$ cat src/rtl/recip_pkg.sv
// Shared Q4.28 constants, FSM state type and saturating helpers for the
// Newton-Raphson reciprocal sequencer.
package recip_pkg;

    localparam logic [31:0] ONE     = 32'h1000_0000;
    localparam logic [31:0] TWO     = 32'h2000_0000;
    localparam logic [31:0] C48_17  = 32'h2D2D_2D2D;
    localparam logic [31:0] CN32_17 = 32'hE1E1_E1E2;
    localparam logic [31:0] QMAX    = 32'h7FFF_FFFF;
    localparam logic [31:0] QMIN    = 32'h8000_0000;

    localparam logic [9:0]  FUNC_RECIP = 10'd1;

    typedef enum logic [2:0] {
        IDLE  = 3'd0,
        SEED  = 3'd1,
        MUL_A = 3'd2,
        MUL_B = 3'd3,
        RESP  = 3'd4
    } state_t;

    function automatic logic [31:0] sat_add(input logic [31:0] a, input logic [31:0] b);
        logic [31:0] s;
        s = a + b;
        // Overflow only when both operands share a sign the sum does not.
        if ((a[31] == b[31]) && (s[31] != a[31]))
            return a[31] ? QMIN : QMAX;
        return s;
    endfunction

    function automatic logic [31:0] sat_neg(input logic [31:0] a);
        if (a == QMIN)
            return QMAX;
        return (~a) + 32'd1;
    endfunction

endpackage

$ cat src/rtl/qmul_sat.sv
// Combinational saturating Q4.28 multiply: signed 64-bit product, bits [59:28],
// clamped when the discarded integer bits are not a pure sign extension.
module qmul_sat
    import recip_pkg::*;
(
    input  logic [31:0] a,
    input  logic [31:0] b,
    output logic [31:0] p
);

    logic signed [63:0] prod;

    assign prod = $signed(a) * $signed(b);

    always_comb begin
        if (prod[63:59] == {5{prod[63]}})
            p = prod[59:28];
        else
            p = prod[63] ? QMIN : QMAX;
    end

endmodule

$ cat src/rtl/recip_nr_seq.sv
// Sequential Q4.28 reciprocal: linear seed followed by ITERS Newton-Raphson
// steps on h = d/2, sharing one saturating multiplier across all states.
//
// state | meaning
// IDLE  | waiting for a command, cmd_ready high
// SEED  | y = 48/17 - 32/17 * h
// MUL_A | t = h * y
// MUL_B | y = y * (2 - t), count one iteration
// RESP  | result presented until rsp_ready
module recip_nr_seq
    import recip_pkg::*;
#(
    parameter int ITERS = 3
) (
    input  logic        clk,
    input  logic        reset_n,
    input  logic        cmd_valid,
    output logic        cmd_ready,
    input  logic [9:0]  cmd_payload_function_id,
    input  logic [31:0] cmd_payload_inputs_0,
    output logic        rsp_valid,
    input  logic        rsp_ready,
    output logic [31:0] rsp_payload_outputs_0
);

    state_t      state;
    state_t      state_nxt;
    logic [2:0]  cnt;
    logic [3:0]  cnt_inc;
    logic        more_iters;
    logic [31:0] h;
    logic [31:0] y;
    logic [31:0] t;
    logic [31:0] res;
    logic [31:0] mul_a;
    logic [31:0] mul_b;
    logic [31:0] mul_p;
    logic        is_recip;
    logic        in_range;

    assign is_recip   = (cmd_payload_function_id == FUNC_RECIP);
    assign in_range   = ($signed(cmd_payload_inputs_0) >= $signed(ONE)) &&
                        ($signed(cmd_payload_inputs_0) <= $signed(TWO));
    assign cnt_inc    = {1'b0, cnt} + 4'd1;
    assign more_iters = (cnt_inc < 4'(ITERS));

    always_comb begin
        mul_a = '0;
        mul_b = '0;
        case (state)
            SEED: begin
                mul_a = CN32_17;
                mul_b = h;
            end
            MUL_A: begin
                mul_a = h;
                mul_b = y;
            end
            MUL_B: begin
                mul_a = y;
                mul_b = sat_add(TWO, sat_neg(t));
            end
            default: ;
        endcase
    end

    qmul_sat u_qmul (
        .a (mul_a),
        .b (mul_b),
        .p (mul_p)
    );

    always_ff @(posedge clk or negedge reset_n) begin
        if (!reset_n)
            state <= IDLE;
        else
            state <= state_nxt;
    end

    always_comb begin
        state_nxt = state;
        case (state)
            IDLE: begin
                if (cmd_valid)
                    state_nxt = (is_recip && in_range) ? SEED : RESP;
            end
            SEED:  state_nxt = MUL_A;
            MUL_A: state_nxt = MUL_B;
            MUL_B: state_nxt = more_iters ? MUL_A : RESP;
            RESP: begin
                if (rsp_ready)
                    state_nxt = IDLE;
            end
            default: state_nxt = IDLE;
        endcase
    end

    always_comb begin
        cmd_ready = (state == IDLE);
        rsp_valid = (state == RESP);
    end

    // res is loaded once when RESP is entered, so it is stable for the whole hold.
    always_ff @(posedge clk or negedge reset_n) begin
        if (!reset_n) begin
            cnt <= '0;
            h   <= '0;
            y   <= '0;
            t   <= '0;
            res <= '0;
        end else begin
            case (state)
                IDLE: begin
                    if (cmd_valid) begin
                        if (is_recip && in_range)
                            h <= {1'b0, cmd_payload_inputs_0[31:1]};
                        else if (is_recip)
                            res <= QMAX;
                        else
                            res <= '0;
                    end
                end
                SEED: begin
                    y   <= sat_add(C48_17, mul_p);
                    cnt <= '0;
                end
                MUL_A: t <= mul_p;
                MUL_B: begin
                    y   <= mul_p;
                    cnt <= cnt_inc[2:0];
                    if (!more_iters)
                        res <= {mul_p[31], mul_p[31:1]};
                end
                default: ;
            endcase
        end
    end

    assign rsp_payload_outputs_0 = res;

endmodule

$ cat config.mk
export PLATFORM = sky130hd
export DESIGN_NAME = recip_nr_seq
export DESIGN_NICKNAME = d
export VERILOG_FILES = /design/src/rtl/recip_pkg.sv /design/src/rtl/qmul_sat.sv /design/src/rtl/recip_nr_seq.sv
export SDC_FILE = /design/constraint.sdc
export NUM_CORES = 2
export LEC_CHECK = 0
export ABC_AREA = 1
export BUFFER_PORTS_ARGS = -buffer_cell sky130_fd_sc_hd__buf_2
export CAP_MARGIN = 20
export CELL_PAD_IN_SITES_DETAIL_PLACEMENT = 1
export CELL_PAD_IN_SITES_GLOBAL_PLACEMENT = 2
export CORE_AREA = 5 5 325 327
export DETAILED_ROUTE_END_ITERATION = 8
export DIE_AREA = 0 0 330 332
export PLACE_DENSITY = 0.95
export SETUP_SLACK_MARGIN = 0.02
export SYNTH_ARGS = -nofsm -noshare
export SYNTH_HDL_FRONTEND = slang
export SYNTH_SLANG_ARGS = --single-unit
export TNS_END_PERCENT = 1
$ cat constraint.sdc
create_clock -name clk -period 18.35 [get_ports clk]
set_clock_uncertainty 0.1 [all_clocks]
set_input_delay 4.5875 -clock clk [delete_from_list [all_inputs] [get_ports clk]]
set_output_delay 4.5875 -clock clk [all_outputs]
set_load 0.05 [all_outputs]
==> metrics.txt <==
outcome finished, final reports clean; most frequent cells in the layout inv_1, fa_1, nand2_1; post-synth cell types between 50 and 60; Global Route Usage Sum between 30% and 40%; Syn. warnings 0; DRT antenna net count 0; Avg Cell Area, Syn around 8.1 sq um; syn_nets 6,827; Detailed Place HPWL around 140,000 um; Starting DRT DRC Count 2,604; dpl cell area ~47,000 sq um; die width about 330 um; number of flops mapped to enable cells by yosys 0; Slew @ Worst Pin 1.07 ns; detailed-router iteration count before antenna repair 5; most common cell after layout, fill and taps aside inv_1; worst-skew pair later-pin latency roughly 0.44 ns; starting density of the core between 40% and 50%; Leakage between 0.02 and 0.025 uW; sequential share of the synthesized area about 7.5%; Main synth FF type dfrtp_1; reg-to-reg startpoint t[0]; proportion of layout cells with a drive suffix above 1 around 5.6%; initial antenna violation count 3; setup tns final 0 ns; Critical path destination y[11]; most used cell, CP nand2_1; Syn Inst Count 5,515; Vias/cell ~5.5; hold_buf cts 0; vias ~38,000; Setup crit start t[0]; DRC errors left 0; std cell rows about 120; Worst Path Max Fanout 31; worst hold slack between 0.3 and 0.4 ns; fin crit share ~87%; drt total wl roughly 170,000 um; CP Class reg -> reg; first-pass GRT wire length about 260,000 um; Final nets ~6,800; Worst Setup Start Kind flop; residual overflow from global routing 0; CP endpoint kind flop; data arrival time at the worst-slack endpoint ~16 ns; Area Growth Syn to Fin 6.42%; Reg clk slew, reported paths about 0.07 ns; final number of hold-violating endpoints 0; number of port buffers between 70 and 80; CP max stage cell fa_1; setup bufs post-CTS 0; mapped cell area between 40,000 and 50,000 sq um; area of the core approximately 100,000 sq um; Max transition margin about 28%; Ports 80; HP Class reg -> reg; FFs w/ async S/R, synth 100%; final setup fails 0; number of synthesized register bits about 130; Slew Limit Fails 0; setup ws final approximately 2.4 ns; WL/cell around 25 um; Die Y 332 um; pwr/cell area between 20 and 25 nW/um^2; CTS tree done; vias in the first global route between 40,000 and 50,000; fin crit period approximately 16 ns; worst reg2reg setup slack between 2 and 2.5 ns; Placer Congestion between 1 and 1.5; worst slack, placed between 2 and 3 ns; Worst path max stage delay ~1 ns; largest net degree at the start of global routing 70; Max-cap violations 0; unrepaired setup endpoints after global routing no; fmax ~63 MHz; WP data required around 19 ns; R2R Path End y[11]; CTS resizes 0; design area 47,500 sq um; die area between 100,000 and 150,000 sq um; Max Root-Sink Buffers 2; H-tree levels 4; R2R cell count 58; Num CTS Buffers 17; Max VDD drop between 0.07 and 0.08 mV; CTS root buf clkbuf_16; Clock Sinks between 100 and 150
## how the worst min path moves through the flow
stage / startpoint / end / slack [ns] / depth (start not counted)
floorplan: y[11] / y[11] / 0.35 / 2
global placement: rsp_payload_outputs_0[31] / rsp_payload_outputs_0[31] / 0.36 / 2
detailed placement: rsp_payload_outputs_0[31] / rsp_payload_outputs_0[31] / 0.38 / 2
CTS: rsp_payload_outputs_0[31] / rsp_payload_outputs_0[31] / 0.40 / 2
global route: h[0] / h[0] / 0.43 / 1
finish: rsp_payload_outputs_0[31] / rsp_payload_outputs_0[31] / 0.40 / 2
## per-stage QoR
step | std cells | util [%] | total power [uW]
3_5_place_dp | 6854 | 45.7 | 712
5_1_grt | 6887 | 46.3 | 1130
4_1_cts | 6886 | 46.3 | 1060
3_3_place_gp | 6852 | 45.6 | 708
6_report | 6890 | 46.3 | 1070
2_1_floorplan | 5515 | - | 588
## metal layers
layer	vias up	part of all wire (%)	wire [um]	track usage, %
met5	-	0.0070	12	0
met4	2	5.6	9480	13.3
met3	411	7.5	12800	5.72
met2	1420	48	81500	52.8
met1	19800	39	66600	41.1
li1	16000	-	-	-
## cell usage after synthesis, drive strengths merged, types with 16 or more instances
library cell / count / area (sq um)
xnor2: 24 / 210
nor2: 747 / 2840
nor4: 20 / 125
inv: 1358 / 5100
a21oi: 123 / 631
nand2: 1094 / 4190
clkinv: 16 / 60.1
o21ai: 157 / 790
ha: 185 / 2310
buf: 22 / 129
xor2: 57 / 499
clkbuf: 191 / 717
o22ai: 34 / 219
o211ai: 31 / 233
fa: 1081 / 21600
nand3: 102 / 523
nor3: 23 / 131
nand4: 21 / 131
mux2: 17 / 191
dfrtp: 133 / 3330
## where the power goes
group / internal, uW / total [uW] / leakage [uW] / switching, uW
logic: 90.2 / 270 / 0.0217 / 179
registers: 360 / 449 / 0.00174 / 89.5
clock network: 194 / 350 / 0.000285 / 157
## worst max-delay path, delay by kind of cell, from the launching register on
family,cells,cell delay [ns]
AO/OA/AOI/OAI,4,0.81
XOR/XNOR,1,0.23
flip-flops,1,0.41
buffers and inverters,9,1.45
AND/OR/NAND/NOR,33,6.77
adder cells (fa/ha/maj),11,5.93
## cell type report
cell class,count,area [sq um]
fill,12500,55100
multi-input combinational,3795,35500
inverter,1374,5160
sequential,133,3330
tap,1380,1730
timing repair buffer,173,1170
clock buffer,18,439
clock inverter,14,143
antenna,3,7.51
## flip-flops by register name (all words and copies together) (netlist names)
register / cells
cnt: 3
h: 31
rsp_payload_outputs_0: 32
state: 3
t: 32
y: 32
## cells by family (layout without fill, tap and decap cells)
kind of cell,count (synthesis),count (layout),share of synthesized area (%)
compound gates,410,410,5.38
mux,17,17,0.429
fa+ha+maj,1266,1266,53.7
xor+xnor,81,81,1.59
simple gates,2021,2021,18.0
buf+inv,1587,1579,13.4
flops,133,133,7.46
other cells,0,3,0
(Power assumes the default switching activity.)
